**src/rtl/sig_detect.sv**
```systemverilog
// -----------------------------------------------------------------------------
// sig_detect: edge-triggered delay-and-gate generator.
//
// A rising edge on B, seen while idle, arms the block. After `delay` clock
// cycles it drives one pulse on `signal` that is `duration` cycles wide.
// Edges that arrive while a delay or pulse is in progress are ignored.
//
// Ports
//   clk      in   system clock, rising edge
//   rst      in   synchronous active-high reset (priority over everything)
//   B        in   trigger input, already synchronous to clk
//   duration in   [CNT_W-1:0] pulse width in cycles (0 = no pulse)
//   delay    in   [CNT_W-1:0] cycles from edge detection to pulse start
//   signal   out  registered gate output
// -----------------------------------------------------------------------------
module sig_detect #(
  parameter int CNT_W = 4
) (
  input  logic             clk,
  input  logic             rst,
  input  logic             B,
  input  logic [CNT_W-1:0] duration,
  input  logic [CNT_W-1:0] delay,
  output logic             signal
);

  localparam logic [1:0] S_IDLE  = 2'd0;
  localparam logic [1:0] S_DELAY = 2'd1;
  localparam logic [1:0] S_PULSE = 2'd2;

  localparam logic [CNT_W-1:0] CNT_ONE  = {{(CNT_W-1){1'b0}}, 1'b1};
  localparam logic [CNT_W-1:0] CNT_ZERO = '0;

  logic [1:0]       r_state;
  logic [CNT_W-1:0] r_cnt;
  logic [CNT_W-1:0] r_dur;
  logic             r_b_q;
  logic             r_signal;
  logic             w_edge;

  assign w_edge = B & ~r_b_q;
  assign signal = r_signal;

  always_ff @(posedge clk) begin
    if (rst) begin
      r_state  <= S_IDLE;
      r_cnt    <= CNT_ZERO;
      r_dur    <= CNT_ZERO;
      // History starts high so a B held high through reset release is not
      // mistaken for a fresh edge.
      r_b_q    <= 1'b1;
      r_signal <= 1'b0;
    end else begin
      r_b_q <= B;
      case (r_state)
        S_IDLE: begin
          r_signal <= 1'b0;
          if (w_edge) begin
            // Capture the duration now so later input changes cannot
            // stretch or shorten a pulse already scheduled.
            r_dur <= duration;
            if (delay != CNT_ZERO) begin
              r_state <= S_DELAY;
              r_cnt   <= delay - CNT_ONE;
            end else if (duration != CNT_ZERO) begin
              r_state  <= S_PULSE;
              r_cnt    <= duration - CNT_ONE;
              r_signal <= 1'b1;
            end
          end
        end
        S_DELAY: begin
          if (r_cnt == CNT_ZERO) begin
            // A zero-width request still consumes the full delay.
            if (r_dur != CNT_ZERO) begin
              r_state  <= S_PULSE;
              r_cnt    <= r_dur - CNT_ONE;
              r_signal <= 1'b1;
            end else begin
              r_state <= S_IDLE;
            end
          end else begin
            r_cnt <= r_cnt - CNT_ONE;
          end
        end
        S_PULSE: begin
          if (r_cnt == CNT_ZERO) begin
            r_state  <= S_IDLE;
            r_signal <= 1'b0;
          end else begin
            r_cnt <= r_cnt - CNT_ONE;
          end
        end
        default: begin
          r_state  <= S_IDLE;
          r_signal <= 1'b0;
        end
      endcase
    end
  end

endmodule

```
**config.mk**
```make
export PLATFORM = sky130hd
export DESIGN_NAME = sig_detect
export DESIGN_NICKNAME = d
export VERILOG_FILES = /design/src/rtl/sig_detect.sv
export SDC_FILE = /design/constraint.sdc
export NUM_CORES = 1
export LEC_CHECK = 0
export BUFFER_PORTS_ARGS = -buffer_cell sky130_fd_sc_hd__buf_4
export CORE_UTILIZATION = 40
export DETAILED_ROUTE_END_ITERATION = 6
export HOLD_SLACK_MARGIN = 0.1
export PLACE_DENSITY = 0.65
export SLEW_MARGIN = 20
export SYNTH_ARGS = -nofsm -noshare
export SYNTH_HDL_FRONTEND = slang
export SYNTH_SLANG_ARGS = --single-unit
```
**constraint.sdc**
```tcl
create_clock -name clk -period 1.6 [get_ports clk]
set_input_delay 0.24 -clock clk [delete_from_list [all_inputs] [get_ports clk]]
set_output_delay 0.24 -clock clk [all_outputs]
set_load 0.01 [all_outputs]
```
; Word level (Yosys, flattened, before mapping)
; Cells that the tools add are included.
[totals]
output_inout_bits = 1
regBits = 12
word_cells = 51
in_bits = 11
[op_classes]
n_addsub = 4
n_reduce_logical = 10
bitwise_logic = 2
eq_ne = 9
muxes = 21
[op_table]
columns = operator, count
row1 = $mux 4, 6
row2 = $sub 4x1->4 const B, 4
row3 = $mux 2, 6
row4 = $pmux 4 s3, 1
row5 = $reduce_bool 4->1, 3
row6 = $ne 2x2->1 const B, 5
row7 = $mux 1, 6
row8 = $ne 3x3->1 const B, 2
row9 = $pmux 2 s3, 1
row10 = $reduce_and 5->1, 1
row11 = $logic_not 4->1, 1
row12 = $reduce_and 4->1, 1
row13 = $pmux 1 s3, 1
row14 = $reduce_and 3->1, 1
row15 = $reduce_bool 3->1, 1
row16 = $eq 2x1->1 const B, 1
row17 = $eq 2x2->1 const B, 1
row18 = $logic_not 2->1, 1
row19 = $reduce_and 2->1, 1
row20 = $and 1x1->1, 1
row21 = $not 1->1, 1

; Logic depth before layout (Yosys ltp)
; Gate-level depths: netlist of run 1.
[logic_depth]
depth_word = 5
ltp_mapped = 8
ltp_nobuf = 7

; Least setup slack after synthesis of run 1
; No wires, ideal clock.
[synth_timing]
path_type = register -> register
from = register r_state[1]
to = register r_cnt[0]
setup_slack_ps = -95
stages_incl_launch_ff = 8
required_ps = 1513
setup_time_ps = 87
period_less_slack_ps = 1695
n_path_buf = 1
arrival_ps = 1607
cell_sequence = dfxtp_1 inv_1 ha_1 clkbuf_1 a31o_1 a221oi_2 o2111ai_1 o31ai_1
[synth_between]
elab_chain_len = 3
word_cells_on_any_way = 10
classes_between = 6 x eq/ne / 1 x mux / 3 x reduce/logical
[synth_rtl]
columns = item, line
row1 = start: declaration, 34  ; logic [1:0] r_state;
row2 = start signal: assignment, 46  ; r_state <= S_IDLE;
row3 = start signal: assignment, 63  ; r_state <= S_DELAY;
row4 = start signal: assignment, 66  ; r_state <= S_PULSE;
row5 = $eq 2x1->1 (tied with other cells), 55  ; case (r_state)
row6 = $ne 3x3->1 (no line) (tied with other cells), --
row7 = $reduce_and 5->1 (no line), --
row8 = end signal: assignment, 64  ; r_cnt <= delay - CNT_ONE;
row9 = end signal: assignment, 67  ; r_cnt <= duration - CNT_ONE;
row10 = end signal: assignment, 77  ; r_cnt <= r_dur - CNT_ONE;
row11 = end: declaration, 35  ; logic [CNT_W-1:0] r_cnt;
; Parallel ways exist; a longest one is shown, timed or not.
; A chain may end at the register's enable or synchronous reset.

; Final worst setup path of run 1
[layout_timing]
from = register r_cnt[1]
to = register r_cnt[3]
[layout_between]
elab_chain_len = 3
word_cells_on_any_way = 8
classes_between = 1 x add/sub / 2 x eq/ne / 3 x mux / 2 x reduce/logical
[layout_rtl]
columns = item, line
row1 = $sub 4x1->4 or $logic_not 4->1 (tied branches), --
row2 = $mux 4 (tied with other cells), 87  ; if (r_cnt == CNT_ZERO) begin
row3 = $pmux 4 s3 or $reduce_and 5->1 (tied branches), --
; Parallel ways exist; a longest one is shown, timed or not. The select of a mux whose other input is x is not followed.

==> results of run 1 <==
## synth_stat cells, drive strengths merged, types with 2 or more instances
master  instances
inv            11
o21ai           7
a21oi          14
clkbuf          2
a22oi           2
nor2            8
nand3           6
ha              9
buf             2
nor4b           2
o31ai           3
xor2            2
dfxtp          12
nand2           7
o31a            2
or4             2
a221oi          2
a31oi           2
## sequential cells by signal, indices dropped and copies added (netlist names)
signal   cells
signal       1
r_cnt        4
r_dur        4
r_state      2
r_b_q        1
## layer usage
layer / vias to the layer above / GRT usage / share of wire
met5: - / 0 / 0
met4: 0 / 0.0880 / 0.016
met3: 6 / 0.0303 / 0.035
met2: 25 / 0.398 / 0.50
met1: 473 / 0.277 / 0.45
li1: 513 / - / -
## how the worst min path moves through the flow
stage / slack [ps] / depth (start not counted) / start / to
after floorplan: 350 / 1 / B / r_b_q
after global placement: 440 / 2 / B / r_b_q
after detailed placement: 440 / 2 / B / r_b_q
after CTS: 170 / 2 / B / r_b_q
after global routing: 170 / 2 / B / r_b_q
final: 160 / 2 / B / r_b_q
## timing repair
item,CTS,global route
resized for setup,2,19
buffers inserted,0,4
pin swaps,1,5
gates cloned,0,0
hold buffers,0,0
endpoints found under the setup margin,3,7
## power groups by stage
stage	registers, W	clock network, W	logic [W]
floorplan	0.000422	0	0.000601
global placement	0.000414	0	0.000950
detailed placement	0.000416	0	0.000969
CTS	0.000409	0.000184	0.00100
global route	0.000425	0.000195	0.00127
finish	0.000415	0.000185	0.00117
## cell type report
type,instances,area (um2)
Inverter,11,41.3
Timing Repair Buffer,45,338
Fill cell,195,790
Sequential cell,12,248
Tap cell,28,35.0
Clock buffer,3,22.5
Multi-Input combinational cell,87,738
## cell families (layout without fill, tap and decap cells)
kind of cell | after synthesis | count (layout) | synth area share
DFF | 12 | 12 | 0.256
xor gates and xnor gates | 3 | 3 | 0.0280
buffers and inverters | 15 | 59 | 0.0653
muxes | 1 | 1 | 0.0107
AOI/OAI and AO/OA | 40 | 40 | 0.307
adders and majority gates | 9 | 9 | 0.120
and+or+nand+nor | 34 | 34 | 0.213
## cells in the final DEF, fill, tap and decap left out, types with 2 or more instances in the layout
| master | instances |
|---|---|
| a21oi_1 | 12 |
| dfxtp_2 | 6 |
| ha_1 | 5 |
| o21ai_1 | 4 |
| dfxtp_1 | 6 |
| nor4b_1 | 2 |
| or4_4 | 2 |
| o31ai_1 | 3 |
| o21ai_0 | 2 |
| a31oi_1 | 2 |
| ha_4 | 2 |
| a21oi_2 | 2 |
| inv_2 | 3 |
| nand3_1 | 5 |
| ha_2 | 2 |
| buf_4 | 45 |
| a22oi_1 | 2 |
| clkbuf_4 | 3 |
| nand2_1 | 6 |
| inv_1 | 8 |
| xor2_1 | 2 |
| nor2_1 | 7 |
## worst register-to-register path, delay by kind of cell, from the launching register on
kind	cells	cell delay [ps]
adders and majority gates	1	140
buffers and inverters	1	70
AOI/OAI and AO/OA	4	640
DFF	1	330
and+or+nand+nor	1	390
## stage by stage
stage / utilization / worst slack [ps]
5_1_grt: 0.643 / -149
6_report: 0.643 / -87.1
2_1_floorplan: - / -4.69
3_5_place_dp: 0.583 / -93.0
3_3_place_gp: 0.583 / -81.6
4_1_cts: 0.598 / -106
==> impl_metrics.json, run 1 <==
{
  "hpwl_mm": 2.03,
  "crit_buf_inv": 1,
  "final_area_mm2": 0.00142,
  "tightest_slew_ps": 373,
  "initial_core_util": 0.424,
  "cts_buffers": 3,
  "cts_root_buffer": "clkbuf_4",
  "fin_crit_ps": 1690,
  "synth_top_cell_area_share": 0.256,
  "ant_nets": 0,
  "rr_worst_depth": 7,
  "synth_flop_cell": "dfxtp_1",
  "dr.pass1.iters": 4,
  "drive_gt1_frac": 0.506,
  "maxCapViolCount": 0,
  "critical_path.max_fanout": 3,
  "pwr-share-seq": 0.235,
  "crit_chain": "inv_2 > ha_4 > or3b_4 > a311o_1 > a22oi_1 > a2111o_1 > a31oi_1",
  "coreArea_mm2": 0.00221,
  "seq_area_frac_synth": 0.256,
  "timing.rr.end": "r_cnt[3]",
  "grt_pass1_wl_mm": 4.37,
  "synth-async-reset-ratio": 0,
  "cp-start-kind": "flop",
  "clk_pin_slew_worst_paths_ps": 70,
  "via_per_inst": 5.47,
  "netlist_area_um2": 938,
  "final_cells": 186,
  "critPathRequiredTime_ps": 1750,
  "setup_slack_ps": -87.1,
  "syn_area_per_cell_um2": 8.23,
  "wirelength_mm": 2.61,
  "cp-end-kind": "flop",
  "tns_ps": -87.1,
  "overflow": 0,
  "setup_viol": 1,
  "area_growth_pct": 51.6,
  "critPathLaunch": "r_cnt[1]",
  "die_h_um": 50.4,
  "ioPinCount": 12,
  "dr_total_vias": 1017,
  "slew_headroom": 0.749,
  "ff2ff_setup_slack_ps": -90,
  "p_leak_nw": 0.584,
  "switchingPower_w": 0.000714,
  "io_buffers": 11,
  "grt_max_degree": 13,
  "yosys.area.top_type": "dfxtp_1",
  "die_w_um": 50.4,
  "drt_iter0_markers": 18,
  "power_w": 0.00177,
  "worstSetupEndpoint": "r_cnt[3]",
  "grt_pass1_vias": 1019,
  "antenna_found_initial": 0,
  "final-hold-violation-count": 0,
  "timing.hold.ws_ps": 162,
  "yosys-top-cells-area": "dfxtp_1, ha_1, a21oi_1",
  "critPathSlowestCell": "or3b_4",
  "cts_buffer_depth": 2,
  "clock_latency_ps": 270,
  "status": "finished, violations left",
  "p_int_w": 0.00105,
  "gp_congestion": 0.834,
  "cp_top_family": "compound AO/OA/AOI/OAI gates",
  "violations": "negative setup slack",
  "grt_usage": 0.227,
  "p_clk_frac": 0.105,
  "p_sw_frac": 0.404,
  "die_area_mm2": 0.00254,
  "synth_seq_cells": 12,
  "worstSetupPathType": "reg -> reg",
  "powerDensity_mw_per_mm2": 1240,
  "worst_path_largest_cell_delay_ps": 390,
  "synth_warnings": 0,
  "wl_per_cell_um": 14.0,
  "max_freq_mhz": 593,
  "layout.nets": 180,
  "maxSlewViolCount": 0,
  "vdd_drop_max_mv": 0.940,
  "remaining_drc_errors": 0,
  "synth_edf_count": 0,
  "std_cell_rows": 17,
  "cts_tree": "built",
  "ys_types": 43,
  "diodes": 0,
  "arrival_ps": 1840,
  "synthCells": 114,
  "hold_class": "in -> reg",
  "rsz0062_at_grt": "true",
  "timing.rr.start": "r_cnt[1]",
  "critical_path_depth": 7,
  "htree_levels": 1,
  "power_frac_comb": 0.660,
  "fin_crit_sh": 1.05,
  "clock-skew-final_ps": 0.553,
  "post_dp_cell_area_mm2": 0.00129,
  "cts_num_sinks": 12,
  "dp_cells": 179,
  "synth_nets": 134
}
(Power assumes the default switching activity.)
==> inputs of run 2 (changes only) <==
Settings changed: CORE_MARGIN set to 5, PLACE_DENSITY 0.65 to 0.63.
Clock period 1.6 ns to 2 ns, I/O delays scaled along.
==> run 2 against run 1 <==
  * The flow now finishes without violations
  * Sequential power shrank 15%
  * Non-clock buffer count shrank 32
  * Register-to-register slack improved by 220 ps
  * Worst hold slack improved by 53 ps
==> impl_metrics.json, run 2 (synthesis gave the netlist of run 1 again) <==
{
  "status": "finished, final reports clean",
  "maxSlewViolCount": 0,
  "arrival_ps": 2030,
  "max_freq_mhz": 535,
  "cp-end-kind": "flop",
  "ioPinCount": 12,
  "initial_core_util": 0.420,
  "final-hold-violation-count": 0,
  "grt_usage": 0.125,
  "crit_buf_inv": 1,
  "p_sw_frac": 0.411,
  "remaining_drc_errors": 0,
  "hp-start": "B",
  "regArea_um2": 240,
  "final_area_mm2": 0.00109,
  "layout_common_cells": "buf_4, a21oi_1, dfxtp_1",
  "reg.largest.list": "r_cnt (4), r_dur (4), r_state (2)",
  "via_per_inst": 5.57,
  "worst_path_largest_cell_delay_ps": 400,
  "p_int_w": 0.000652,
  "cts_root_buffer": "clkbuf_4",
  "wl_per_cell_um": 13.4,
  "clock_latency_ps": 280,
  "tns_ps": 0,
  "die_area_mm2": 0.00341,
  "worstSetupPathType": "reg -> reg",
  "cts_buffers": 3,
  "cts_resized": 0,
  "drt_iter0_markers": 19,
  "power_frac_comb": 0.504,
  "cp_top_family": "compound AO/OA/AOI/OAI gates",
  "wirelength_mm": 2.07,
  "critPathRequiredTime_ps": 2160,
  "maxCapViolCount": 0,
  "dr_total_vias": 863,
  "drive_gt1_frac": 0.220,
  "tightest_slew_ps": 357,
  "post_dp_cell_area_mm2": 0.00105,
  "dr.pass1.iters": 4,
  "multi_input_area_um2": 639,
  "fin_crit_ps": 1870,
  "post_cts_buffers": 0,
  "timing.hold.ws_ps": 215,
  "hold_class": "in -> reg",
  "clk_pin_slew_worst_paths_ps": 80,
  "fin_crit_sh": 0.935,
  "p_clk_frac": 0.179,
  "gp_congestion": 0.778,
  "coreArea_mm2": 0.00223,
  "overflow": 0,
  "critPathLaunch": "r_cnt[0]",
  "hpwl_mm": 1.67,
  "cts_tree": "built",
  "critPathSlowestCell": "or3b_1",
  "mostFrequentLayoutCell": "buf_4",
  "std_cell_rows": 17,
  "antenna_found_initial": 0,
  "grt_pass1_wl_mm": 3.28,
  "slew_headroom": 0.760,
  "fillCellCount": 227,
  "pwr-share-seq": 0.318,
  "fin_util": 0.488,
  "die_h_um": 58.4,
  "critical_path.max_fanout": 5,
  "crit_chain": "inv_1 > ha_2 > or3b_1 > a311o_1 > a22oi_1 > a2111o_1 > a31oi_1",
  "io_buffers": 11,
  "timing.rr.start": "r_cnt[0]",
  "grt_pass1_vias": 795,
  "rsz0062_at_grt": "false",
  "area_growth_pct": 16.1,
  "cts.hold.buffers_added": 0,
  "cp-start-kind": "flop",
  "switchingPower_w": 0.000456,
  "ant_nets": 0,
  "powerDensity_mw_per_mm2": 1020,
  "diodes": 0,
  "setup_viol": 0,
  "clock-skew-final_ps": 3.47,
  "p_leak_nw": 0.415,
  "layout.nets": 148,
  "vdd_drop_max_mv": 0.415,
  "grt_max_degree": 13,
  "die_w_um": 58.4,
  "cts_buffer_depth": 2,
  "cts_num_sinks": 12,
  "htree_levels": 1
}
run 2: changes by cell type in the layout (fill, tap and decap cells not counted), sizes merged:
cell / delta
clkbuf: +1
buf: -32
run 2: power groups by stage:
stage	logic, W	clock network [W]	registers [W]
2_1_floorplan	0.000436	0	0.000335
3_3_place_gp	0.000551	0	0.000356
3_5_place_dp	0.000553	0	0.000357
4_1_cts	0.000556	0.000208	0.000351
5_1_grt	0.000624	0.000216	0.000362
6_report	0.000558	0.000198	0.000352
run 2: final timing paths:
| path | slack (ps) | depth (start not counted) | end |
|---|---|---|---|
| min | 210 | 2 | r_b_q |
| max | 130 | 7 | r_cnt[3] |
| min reg2reg | 480 | 2 | r_dur[3] |
| max reg2reg | 130 | 7 | r_cnt[3] |
run 2: through the flow:
step,worst slack (ps),std cells,power (W)
CTS,105,155,0.00112
detailed placement,112,151,0.000910
global placement,151,151,0.000907
global route,19.8,155,0.00120
finish,130,155,0.00111
floorplan,305,114,0.000771
run 2: final cells by class:
class | count | share of cell area
timing repair buffer | 13 | 0.0896
clock buffer | 4 | 0.0333
inverter | 11 | 0.0379
multi-input combinational | 87 | 0.587
sequential | 12 | 0.220
tap | 28 | 0.0321
run 2: worst reg2reg max path, cell delays in order (launching register included):
cell and delay (ps):
dfxtp_1 340, inv_1 130, ha_2 230, or3b_1 400, a311o_1 280, a22oi_1 160
a2111o_1 140, a31oi_1 80
run 2: metal layers:
| metal | GRT usage | vias up | routed length, um |
|---|---|---|---|
| li1 | - | 447 | - |
| met1 | 0.152 | 396 | 987 |
| met2 | 0.209 | 16 | 980 |
| met3 | 0.0197 | 4 | 64 |
| met4 | 0.0695 | 0 | 40 |
| met5 | 0 | - | 0 |
==> inputs of run 3 (changes only) <==
Settings changed: PLACE_DENSITY 0.63 to unset.
==> run 3 against run 2 <==
  * Register-to-register slack gained 20 ps
  * Sequential power about the same
  * Combinational power up 2%
  * Flip-flop and latch count did not move
==> impl_metrics.json, run 3 (synthesis gave the netlist of run 1 again) <==
{
  "grt_usage": 0.137,
  "grt_pass1_wl_mm": 3.70,
  "via_per_inst": 5.76,
  "cp-end-kind": "flop",
  "wl_per_cell_um": 13.9,
  "drt_iter0_markers": 47,
  "worstSetupPathType": "reg -> reg",
  "grt_pass1_vias": 848,
  "final-hold-violation-count": 0,
  "layout_common_cells": "buf_4, a21oi_1, dfxtp_1",
  "std_cell_rows": 17,
  "p_leak_nw": 0.409,
  "fin_crit_sh": 0.924,
  "hold_class": "in -> reg",
  "powerDensity_mw_per_mm2": 991,
  "switchingPower_w": 0.000452,
  "io_buffers": 11,
  "clock-skew-final_ps": 1.36,
  "rsz0062_at_grt": "false",
  "fin_crit_ps": 1850,
  "ant_nets": 0,
  "remaining_drc_errors": 0,
  "setup_slack_ps": 152,
  "cts_root_buffer": "clkbuf_4",
  "wirelength_mm": 2.14,
  "pwr-share-seq": 0.330,
  "cts_num_sinks": 12,
  "post_cts_buffers": 0,
  "p_int_w": 0.000612,
  "dp_cells": 151,
  "critPathRequiredTime_ps": 2150,
  "ioPinCount": 12,
  "antenna_found_initial": 0,
  "tns_ps": 0,
  "max_freq_mhz": 541,
  "p_clk_frac": 0.138,
  "clk_pin_slew_worst_paths_ps": 70,
  "cp-start-kind": "flop",
  "area_growth_pct": 14.4,
  "maxCapViolCount": 0,
  "cts_buffer_depth": 2,
  "vdd_drop_max_mv": 0.583,
  "diodes": 0,
  "p_sw_frac": 0.425,
  "htree_levels": 1,
  "maxSlewViolCount": 0,
  "slew_headroom": 0.769,
  "regArea_um2": 240,
  "cts_resized": 0,
  "dp_slack_ps": 161,
  "status": "finished, final reports clean",
  "tightest_slew_ps": 344,
  "final_cells": 154,
  "die_w_um": 58.4,
  "cts_tree": "built",
  "gp_congestion": 0.856,
  "mostFrequentLayoutCell": "buf_4",
  "hpwl_mm": 1.68,
  "cts.hold.buffers_added": 0,
  "die_area_mm2": 0.00341,
  "clock_latency_ps": 270,
  "overflow": 0,
  "dr_total_vias": 887,
  "arrival_ps": 2000,
  "initial_core_util": 0.420,
  "power_w": 0.00106,
  "grt_max_degree": 13,
  "ff2ff_setup_slack_ps": 150,
  "multi_input_area_um2": 637,
  "drive_gt1_frac": 0.206,
  "layout.nets": 148,
  "die_h_um": 58.4,
  "cts_buffers": 3,
  "reg.largest.list": "r_cnt (4), r_dur (4), r_state (2)",
  "fillCellCount": 226,
  "dr.pass1.iters": 4,
  "coreArea_mm2": 0.00223,
  "power_frac_comb": 0.533,
  "setup_viol": 0,
  "critical_path.max_fanout": 5
}
run 3: changes by cell type in the layout (fill, tap and decap cells not counted):
cell / change
clkbuf_8: -1
ha_1: +1
ha_2: -1
run 3: worst paths after layout:
kind,from,end,cells past startpoint
max,r_cnt[0],r_cnt[3],7
min,B,r_b_q,2
min reg2reg,r_dur[1],r_dur[1],2
max reg2reg,r_cnt[0],r_cnt[3],7
run 3: layout make-up:
cell class              instances  area share
repair buffers                 13      0.0909
inverters                      11      0.0385
multi-input cells              87       0.593
clock buffers                   3      0.0210
well taps                      28      0.0326
flip-flops and latches         12       0.224
run 3: power by group through the flow:
stage                     logic [W]  clock network (W)  registers (W)
final                      0.000567           0.000146       0.000351
after global routing       0.000637           0.000153       0.000360
after CTS                  0.000564           0.000147       0.000351
after detailed placement   0.000558                  0       0.000357
after global placement     0.000555                  0       0.000354
after floorplan            0.000436                  0       0.000335
run 3: per-layer routing:
layer | global-route usage | up-vias | routed length [um]
li1 | - | 452 | -
met1 | 0.188 | 409 | 1080
met2 | 0.219 | 21 | 953
met3 | 0.0197 | 5 | 76
met4 | 0.0497 | 0 | 29
met5 | 0 | - | 0
run 3: critical path, cell delays in order, from the launching register on:
cell and delay, ps:
dfxtp_1 340, inv_1 120, ha_1 220, or3b_1 400, a311o_1 290, a22oi_1 150
a2111o_1 130, a31oi_1 80
run 3: per-stage QoR:
step / utilization / instance area, um2 / hold slack, ps
floorplan: - / 938 / 407
global placement: 0.471 / 1050 / 467
detailed placement: 0.471 / 1050 / 469
CTS: 0.481 / 1070 / 219
global route: 0.481 / 1070 / 225
finish: 0.481 / 1070 / 217
